$ cat src/rtl/klt_pkg.sv
// Shared widths, tap layout and pipeline constants for the KLT gradient stage.
package klt_pkg;

    // Datapath widths
    localparam int PIX_W  = 8;
    localparam int CTX_W  = 11;
    localparam int GRAD_W = 9;
    localparam int SQ_W   = 16;
    localparam int XY_W   = 17;
    localparam int POS_W  = 11;

    // Bit positions inside a packed context tap
    localparam int DE_BIT  = 2;
    localparam int HS_BIT  = 1;
    localparam int VS_BIT  = 0;
    localparam int PIX_LSB = 3;

    // Context sample to result, in clock cycles
    localparam int GRAD_LAT = 3;

    typedef struct packed {
        logic de;
        logic hs;
        logic vs;
    } flags_t;

    // Zero-extend both pixels so the difference covers -255..255 without overflow
    function automatic logic [GRAD_W-1:0] pix_diff(input logic [PIX_W-1:0] a,
                                                   input logic [PIX_W-1:0] b);
        return {1'b0, a} - {1'b0, b};
    endfunction

endpackage

$ cat src/rtl/klt_pos_counter.sv
// Frame position counters driven by the centre tap's de / v_sync flags.
// Outputs are the pre-increment position of the pixel presented this cycle.
module klt_pos_counter
    import klt_pkg::*;
#(
    parameter int H_SIZE = 800,
    parameter int V_SIZE = 600
) (
    input  logic             i_clk,
    input  logic             i_rst_n,
    input  logic             i_de,
    input  logic             i_vs,
    output logic [POS_W-1:0] o_x,
    output logic [POS_W-1:0] o_y
);

    localparam logic [POS_W-1:0] X_MAX = POS_W'(H_SIZE - 1);
    localparam logic [POS_W-1:0] Y_MAX = POS_W'(V_SIZE - 1);

    logic             r_de_prev;
    logic [POS_W-1:0] r_x;
    logic [POS_W-1:0] r_y;
    logic             w_de_fall;
    logic [POS_W-1:0] w_x_next;
    logic [POS_W-1:0] w_y_next;

    assign w_de_fall = r_de_prev & ~i_de;

    // Next-state: x counts active pixels and saturates; y counts line ends, v_sync clear wins
    always_comb begin
        w_x_next = r_x;
        w_y_next = r_y;
        if (i_de) begin
            if (r_x < X_MAX) begin
                w_x_next = r_x + 1'b1;
            end
        end else if (w_de_fall) begin
            w_x_next = '0;
        end
        if (i_vs) begin
            w_y_next = '0;
        end else if (w_de_fall && (r_y < Y_MAX)) begin
            w_y_next = r_y + 1'b1;
        end
    end

    // Counter and edge-detect state
    always_ff @(posedge i_clk) begin
        if (!i_rst_n) begin
            r_de_prev <= 1'b0;
            r_x       <= '0;
            r_y       <= '0;
        end else begin
            r_de_prev <= i_de;
            r_x       <= w_x_next;
            r_y       <= w_y_next;
        end
    end

    assign o_x = r_x;
    assign o_y = r_y;

endmodule

$ cat src/rtl/klt_gradient.sv
// KLT spatial gradients and structure-tensor products, fixed 3-stage pipeline.
// Sync flags and frame position ride alongside the arithmetic.
module klt_gradient
    import klt_pkg::*;
#(
    parameter int H_SIZE = 800,
    parameter int V_SIZE = 600
) (
    input  logic              clk,
    input  logic              rst,
    input  logic              context_valid,
    input  logic [CTX_W-1:0]  center,
    input  logic [CTX_W-1:0]  up,
    input  logic [CTX_W-1:0]  down,
    input  logic [CTX_W-1:0]  left,
    input  logic [CTX_W-1:0]  right,
    output logic              grad_valid,
    output logic [GRAD_W-1:0] ix,
    output logic [GRAD_W-1:0] iy,
    output logic [SQ_W-1:0]   ixx,
    output logic [SQ_W-1:0]   iyy,
    output logic [XY_W-1:0]   ixy,
    output logic              de_out,
    output logic              h_sync_out,
    output logic              v_sync_out,
    output logic [POS_W-1:0]  x_pos,
    output logic [POS_W-1:0]  y_pos
);

    // Stage 0 combinational
    logic [GRAD_W-1:0] w_ix;
    logic [GRAD_W-1:0] w_iy;
    flags_t            w_flags;
    logic [POS_W-1:0]  w_x_cnt;
    logic [POS_W-1:0]  w_y_cnt;
    logic              w_unused_taps;

    // Stage 1
    logic              r1_valid;
    logic [GRAD_W-1:0] r1_ix;
    logic [GRAD_W-1:0] r1_iy;
    flags_t            r1_flags;
    logic [POS_W-1:0]  r1_x;
    logic [POS_W-1:0]  r1_y;

    // Stage 1 -> 2 products
    logic signed [SQ_W-1:0] w_ix_sq;
    logic signed [SQ_W-1:0] w_iy_sq;
    logic signed [XY_W-1:0] w_ix_xy;
    logic signed [XY_W-1:0] w_iy_xy;
    logic [SQ_W-1:0]        w_ixx;
    logic [SQ_W-1:0]        w_iyy;
    logic [XY_W-1:0]        w_ixy;

    // Stage 2
    logic              r2_valid;
    logic [GRAD_W-1:0] r2_ix;
    logic [GRAD_W-1:0] r2_iy;
    logic [SQ_W-1:0]   r2_ixx;
    logic [SQ_W-1:0]   r2_iyy;
    logic [XY_W-1:0]   r2_ixy;
    flags_t            r2_flags;
    logic [POS_W-1:0]  r2_x;
    logic [POS_W-1:0]  r2_y;

    // Stage 3 (outputs)
    logic              r3_valid;
    logic [GRAD_W-1:0] r3_ix;
    logic [GRAD_W-1:0] r3_iy;
    logic [SQ_W-1:0]   r3_ixx;
    logic [SQ_W-1:0]   r3_iyy;
    logic [XY_W-1:0]   r3_ixy;
    flags_t            r3_flags;
    logic [POS_W-1:0]  r3_x;
    logic [POS_W-1:0]  r3_y;

    assign w_ix    = pix_diff(right[PIX_LSB +: PIX_W], left[PIX_LSB +: PIX_W]);
    assign w_iy    = pix_diff(down[PIX_LSB +: PIX_W], up[PIX_LSB +: PIX_W]);
    assign w_flags = '{de: center[DE_BIT], hs: center[HS_BIT], vs: center[VS_BIT]};

    // Neighbour flags and the centre pixel value are not needed here
    assign w_unused_taps = ^{center[CTX_W-1:PIX_LSB], up[PIX_LSB-1:0], down[PIX_LSB-1:0],
                             left[PIX_LSB-1:0], right[PIX_LSB-1:0]};

    klt_pos_counter #(
        .H_SIZE (H_SIZE),
        .V_SIZE (V_SIZE)
    ) u_pos_counter (
        .i_clk   (clk),
        .i_rst_n (rst),
        .i_de    (center[DE_BIT]),
        .i_vs    (center[VS_BIT]),
        .o_x     (w_x_cnt),
        .o_y     (w_y_cnt)
    );

    // Stage 1: register gradients, qualifier, centre flags and pre-increment position
    always_ff @(posedge clk) begin
        if (!rst) begin
            r1_valid <= 1'b0;
            r1_ix    <= '0;
            r1_iy    <= '0;
            r1_flags <= '0;
            r1_x     <= '0;
            r1_y     <= '0;
        end else begin
            r1_valid <= context_valid;
            r1_ix    <= w_ix;
            r1_iy    <= w_iy;
            r1_flags <= w_flags;
            r1_x     <= w_x_cnt;
            r1_y     <= w_y_cnt;
        end
    end

    // Sign-extend so each product is computed at its final width; results fit exactly
    assign w_ix_sq = {{(SQ_W - GRAD_W){r1_ix[GRAD_W-1]}}, r1_ix};
    assign w_iy_sq = {{(SQ_W - GRAD_W){r1_iy[GRAD_W-1]}}, r1_iy};
    assign w_ix_xy = {{(XY_W - GRAD_W){r1_ix[GRAD_W-1]}}, r1_ix};
    assign w_iy_xy = {{(XY_W - GRAD_W){r1_iy[GRAD_W-1]}}, r1_iy};
    assign w_ixx   = w_ix_sq * w_ix_sq;
    assign w_iyy   = w_iy_sq * w_iy_sq;
    assign w_ixy   = w_ix_xy * w_iy_xy;

    // Stage 2: register products; an invalid beat carries zero arithmetic but live flags
    always_ff @(posedge clk) begin
        if (!rst) begin
            r2_valid <= 1'b0;
            r2_ix    <= '0;
            r2_iy    <= '0;
            r2_ixx   <= '0;
            r2_iyy   <= '0;
            r2_ixy   <= '0;
            r2_flags <= '0;
            r2_x     <= '0;
            r2_y     <= '0;
        end else begin
            r2_valid <= r1_valid;
            r2_ix    <= r1_valid ? r1_ix : '0;
            r2_iy    <= r1_valid ? r1_iy : '0;
            r2_ixx   <= r1_valid ? w_ixx : '0;
            r2_iyy   <= r1_valid ? w_iyy : '0;
            r2_ixy   <= r1_valid ? w_ixy : '0;
            r2_flags <= r1_flags;
            r2_x     <= r1_x;
            r2_y     <= r1_y;
        end
    end

    // Stage 3: output registers
    always_ff @(posedge clk) begin
        if (!rst) begin
            r3_valid <= 1'b0;
            r3_ix    <= '0;
            r3_iy    <= '0;
            r3_ixx   <= '0;
            r3_iyy   <= '0;
            r3_ixy   <= '0;
            r3_flags <= '0;
            r3_x     <= '0;
            r3_y     <= '0;
        end else begin
            r3_valid <= r2_valid;
            r3_ix    <= r2_ix;
            r3_iy    <= r2_iy;
            r3_ixx   <= r2_ixx;
            r3_iyy   <= r2_iyy;
            r3_ixy   <= r2_ixy;
            r3_flags <= r2_flags;
            r3_x     <= r2_x;
            r3_y     <= r2_y;
        end
    end

    assign grad_valid = r3_valid;
    assign ix         = r3_ix;
    assign iy         = r3_iy;
    assign ixx        = r3_ixx;
    assign iyy        = r3_iyy;
    assign ixy        = r3_ixy;
    assign de_out     = r3_flags.de;
    assign h_sync_out = r3_flags.hs;
    assign v_sync_out = r3_flags.vs;
    assign x_pos      = r3_x;
    assign y_pos      = r3_y;

endmodule
$ cat config.mk
export PLATFORM = sky130hd
export DESIGN_NAME = klt_gradient
export DESIGN_NICKNAME = d
export VERILOG_FILES = /design/src/rtl/klt_pkg.sv /design/src/rtl/klt_pos_counter.sv /design/src/rtl/klt_gradient.sv
export SDC_FILE = /design/constraint.sdc
export NUM_CORES = 1
export LEC_CHECK = 0
export ABC_AREA = 1
export CORE_MARGIN = 1.5
export CORE_UTILIZATION = 25
export CTS_CLUSTER_SIZE = 14
export DETAILED_ROUTE_END_ITERATION = 8
export GPL_TIMING_DRIVEN = 0
export PLACE_DENSITY = 0.51
export SLEW_MARGIN = 0
export SYNTH_ARGS = -nofsm -noshare
export SYNTH_HDL_FRONTEND = slang
export SYNTH_HIERARCHICAL = 1
export SYNTH_SLANG_ARGS = --single-unit
$ cat constraint.sdc
create_clock -name clk -period 6.94 [get_ports clk]
set_clock_uncertainty 0.05 [all_clocks]
set_input_delay 1.388 -clock clk [delete_from_list [all_inputs] [get_ports clk]]
set_output_delay 1.388 -clock clk [all_outputs]
set_load 0.01 [all_outputs]
# == Word-level counts from Yosys, hierarchy flattened ==
# Cells that the tools add are included.
# totals
in_bits,58
wordCells,53
regBits,252
output_inout_bits,93
# op_classes
reduce_logical,5
order_cmp,2
bitwise,3
mux,3
n_addsub,4
multipliers,3
eq_ne,1
# ops
op,count
$mux W11,3
$mul A9 B9 Y16,2
$add A11 B1 Y11 const B,2
$lt A11 B10 Y1 const B,2
$sub A8 B8 Y9,2
$mul A9 B9 Y17,1
$reduce_and A2 Y1,2
$ne A2 B1 Y1 const B,1
$not A1 Y1,2
$reduce_bool A2 Y1,1
$reduce_or A2 Y1,1
$and A1 B1 Y1,1
$logic_and A1 B1 Y1,1

# == Depth between registers and ports, before layout ==
# depth
ltp_word,4
ltp_mapped,26
ltp_nobuf,24

# == Cells and area by module ==
# Netlist, hierarchy kept.
# modules_own_cells
mod,area_each_um2,cells_each,n_inst,seq_area_each_um2
klt_gradient,14786.7,1818,1,4444.3
klt_pos_counter,1396.3,213,1,460.4

# == Worst setup path before layout ==
# No wires, ideal clock.
# synth_timing
path_kind,flip-flop to flip-flop
startpoint,reg r1_ix[8]
endpoint,reg r2_ixy[15]
setup_time_ns,0.070
path_buffers,2
synth_period_minus_slack_ns,4.825
path_stages_with_launch,19
required_ns,6.820
path_slack_ns,2.115
arrival_ns,4.705
path_cell_list,dfxtp_1 buf_4 clkbuf_1 nand2_1 fa_1 inv_1 fa_1 inv_1 fa_1 fa_1 inv_1 ha_1 ha_1 inv_1 nor3_1 nand3_1 nand3_1 o21ai_1 a21oi_1
# synth_between
elab_chain_cells,1
# synth_rtl
element,line_no,rtl
"start, declared",klt_gradient.sv:40,logic [GRAD_W-1:0] r1_ix;
"start signal, assigned",klt_gradient.sv:108,r1_ix <= w_ix;
$mul A9 B9 Y17,klt_gradient.sv:123,assign w_ixy = w_ix_xy * w_iy_xy;
"end signal, assigned",klt_gradient.sv:143,r2_ixy <= r1_valid ? w_ixy : '0;
"end, declared",klt_gradient.sv:61,logic [XY_W-1:0] r2_ixy;
# No other way between the ends.
# A chain may end at the register's enable or synchronous reset.

# == Worst setup path in the final report ==
# layout_timing
startpoint,reg r1_ix[8]
endpoint,reg r2_ixy[16]
# The elaborated chain is that of the path after synthesis.

==> metrics.yaml <==
sta:
  fin_crit_sh: 0.846
  finalSetupTns_ns: 0
  rsz0062_at_grt: "false"
  setup_violations: 0
  final_hold_viol_count: 0
  period_needed_ns: 5.87
  tightest_slew_ns: 1.07
  relSlewSlack: 0.286
  fmax_mhz: 170
  maxSlewViolCount: 0
critical_path:
  required_ns: 7.34
  rrSetupSlack_ns: 1.07
  reg2reg_depth: 18
  crit_end: "r2_ixy[16]$_SDFF_PN0_"
  path_buf_inv: 6
  crit_slowest_cell: "fa_1"
  crit_type: "register to register"
  r2r_start: "r1_ix[8]$_SDFF_PN0_"
  startpoint: "r1_ix[8]$_SDFF_PN0_"
  cpPeakStageDelay_ns: 0.69
  cp-end-kind: "register"
  path_cells: "buf_4, clkbuf_1, nand2_1, fa_1, inv_1, fa_1, inv_1, fa_1, fa_1, inv_1, ha_1, ha_1, nand2_1, inv_1, a21boi_0, nand3_1, nand3_1, a21oi_2"
  crit_cells: 18
  cp_top_family: "adder cells"
  r2r-end: "r2_ixy[16]$_SDFF_PN0_"
  path_max_fanout: 10
  cp-start-kind: "register"
  arrival_ns: 6.27
yosys:
  synthTopCellsByArea: "dfxtp_1 30%, fa_1 22%, inv_1 12%, nand2_1 11%, ha_1 9.7%"
  avgSynthCellArea_um2: 7.97
  synthXorXnorAreaFrac: 0.00704
  synthDistinctLibCells: 42
  synth-compound-area-share: 0.0485
  synthAdderAreaFrac: 0.313
  synth_top_cell_by_area: "dfxtp_1"
  netlist_instances: 2031
  synth-simple-area-share: 0.187
  ys_seq_elements: 245
  yosysSeqAreaShare: 0.303
  synth_top_family_by_area: "adder cells"
  synth_area_um2: 16200
  synthArstFlopShare: 0
  synthMuxAreaShare: 0
  ys_warn_count: 6
  synth_top_area_frac: 0.303
  synth-edff-count: 0
  synth_flop_cell: "dfxtp_1"
clock_network:
  clock_path_buffers: 3
  cts-root-buf: "clkbuf_16"
  cts_max_level: 1
  cts_resized: 0
  clkSinkCount: 245
  clk_latency_ns: 0.59
  post_cts_buffers: 0
  cts_buffers: 28
  cts_tree: "built"
  path_clk_slew_ns: 0.06
  postCtsHoldBufs: 0
detailed_routing:
  antenna_left: 0
  firstDrtPassIters: 7
  vias: 12357
  routed_wl_um: 39100
  drc: 0
  drt_iter0_drc: 406
  vias_per_cell: 4.03
  wl_per_cell_um: 12.8
die:
  die_h_um: 257
  io_pins: 151
  core_area_um2: 64200
  fp.dieW_um: 257
  die-area_um2: 66300
  start_util: 0.252
  rows: 93
pwr:
  p_leak_uw: 0.0109
  peakVddDrop_v: 0.000184
  power.density_nw_per_um2: 269
job:
  cap_violations: 0
final_layout:
  nFillCells: 6908
  drive_above_1_share: 0.0452
  design_area_um2: 19600
  area_delta_synth_final_pct: 20.9
  final_nets: 2548
hold_path:
  hold_start: "r2_y[4]$_SDFF_PN0_"
  hold_class: "register to register"
global_routing:
  grt_pass1_wl_um: 64900
  gr-usage-all-layers: 0.122
  grt_overflow_total: 0
  grt_max_degree: 16
  grt_pass1_vias: 12986
  antenna_found_initial: 1
run_status:
  outcome: "finished, final reports clean"
placed_design:
  port_buffers: 128
  dp_hpwl_um: 31300
  place_congestion: 0.872
  placed_area_um2: 18500
## cells by family after synthesis
| group | Yosys count |
|---|---|
| and+or+nand+nor | 739 |
| buffers and inverters | 594 |
| adders and majority gates | 300 |
| DFF | 245 |
| AOI/OAI and AO/OA | 139 |
| xor gates and xnor gates | 13 |
| other | 1 |
## worst min path at each step
stage | to | slack (ns) | depth (start not counted)
floorplan | de_out$_SDFF_PN0_ | 0.34 | 2
global placement | r2_flags[1]$_SDFF_PN0_ | 0.35 | 2
detailed placement | r2_y[0]$_SDFF_PN0_ | 0.35 | 2
CTS | iy[4]$_SDFF_PN0_ | 0.36 | 2
global route | r2_x[8]$_SDFF_PN0_ | 0.38 | 2
finish | y_pos[4]$_SDFF_PN0_ | 0.36 | 2
## stage by stage
stage | total power, uW | util | std cells | hold slack, ns | setup slack [ns]
6_report | 5270 | 0.305 | 3068 | 0.359 | 1.07
5_1_grt | 5760 | 0.305 | 3067 | 0.379 | 0.619
4_1_cts | 5360 | 0.305 | 3067 | 0.360 | 1.07
3_5_place_dp | 3690 | 0.289 | 3015 | 0.348 | 1.11
3_3_place_gp | 3670 | 0.289 | 3015 | 0.347 | 1.07
2_1_floorplan | 3140 | - | 2032 | 0.340 | 2.12
## sequential cells by signal, indices dropped and copies added, names as in the netlist, 11 cells and up
signal / cells
r2_x: 11
r2_y: 11
x_pos: 11
ixx: 14
r1_y: 11
u_pos_counter/o_y: 11
r2_ixx: 14
r2_iyy: 14
r1_x: 11
r2_ixy: 17
ixy: 17
iyy: 14
y_pos: 11
u_pos_counter/o_x: 11
## final cells by class
cell class	instances	area [um2]	area share
Clock inverter	16	239	0.0122
Clock buffer	36	791	0.0404
Antenna cell	1	2.50	0.000128
Multi-Input combinational cell	1193	9000	0.460
Timing Repair Buffer	128	1280	0.0655
Sequential cell	245	4900	0.251
Inverter	531	1990	0.102
Buffer	63	287	0.0146
Tap cell	855	1070	0.0547
## metal layers
layer  share of wire  GRT usage
met2            0.49      0.217
met5               0          0
met1            0.43      0.146
met3           0.050     0.0202
met4           0.033     0.0450
## report_power, final
part | total [uW] | leakage [uW] | internal (uW) | switching (uW)
registers | 1520 | 0.00199 | 1490 | 32.3
clock network | 1610 | 0.000504 | 967 | 644
logic | 2140 | 0.00836 | 807 | 1330
## placed cells by master (no fill, tap or decap), types with 6 or more instances in the layout
cell type | netlist | final
a21oi_1 | 72 | 72
buf_2 | 13 | 13
buf_4 | 7 | 7
clkbuf_1 | 38 | 40
clkbuf_16 | 0 | 28
clkbuf_8 | 0 | 6
clkdlybuf4s50_1 | 0 | 128
dfxtp_1 | 245 | 245
fa_1 | 175 | 175
ha_1 | 125 | 125
inv_1 | 528 | 528
nand2_1 | 489 | 489
nand3_1 | 51 | 51
nand4_1 | 16 | 16
nor2_1 | 147 | 147
nor3_1 | 12 | 12
o21a_1 | 6 | 6
o21ai_0 | 23 | 23
o21ai_1 | 16 | 16
xnor2_1 | 7 | 7
xor2_1 | 6 | 6
## Yosys cell counts, drive strengths merged, types with 2 or more instances
| cell type | instances |
|---|---|
| nand3 | 54 |
| ha | 125 |
| fa | 175 |
| o21bai | 5 |
| dfxtp | 245 |
| a21o | 4 |
| clkbuf | 38 |
| a211oi | 2 |
| o21ai | 39 |
| nor3 | 12 |
| inv | 531 |
| o21a | 6 |
| o211ai | 3 |
| nor2 | 154 |
| nand2 | 495 |
| nand4 | 17 |
| or2 | 2 |
| buf | 25 |
| nand3b | 5 |
| xor2 | 6 |
| a21oi | 76 |
| xnor2 | 7 |
## worst reg2reg max path, cell delays in order (launching register included)
cell and delay (ns):
dfxtp_1 0.56, buf_4 0.26, clkbuf_1 0.42, nand2_1 0.24, fa_1 0.69, inv_1 0.14
fa_1 0.60, inv_1 0.12, fa_1 0.51, fa_1 0.60, inv_1 0.06, ha_1 0.30
ha_1 0.36, nand2_1 0.12, inv_1 0.04, a21boi_0 0.19, nand3_1 0.25, nand3_1 0.18
a21oi_2 0.07
(Power assumes the default switching activity.)
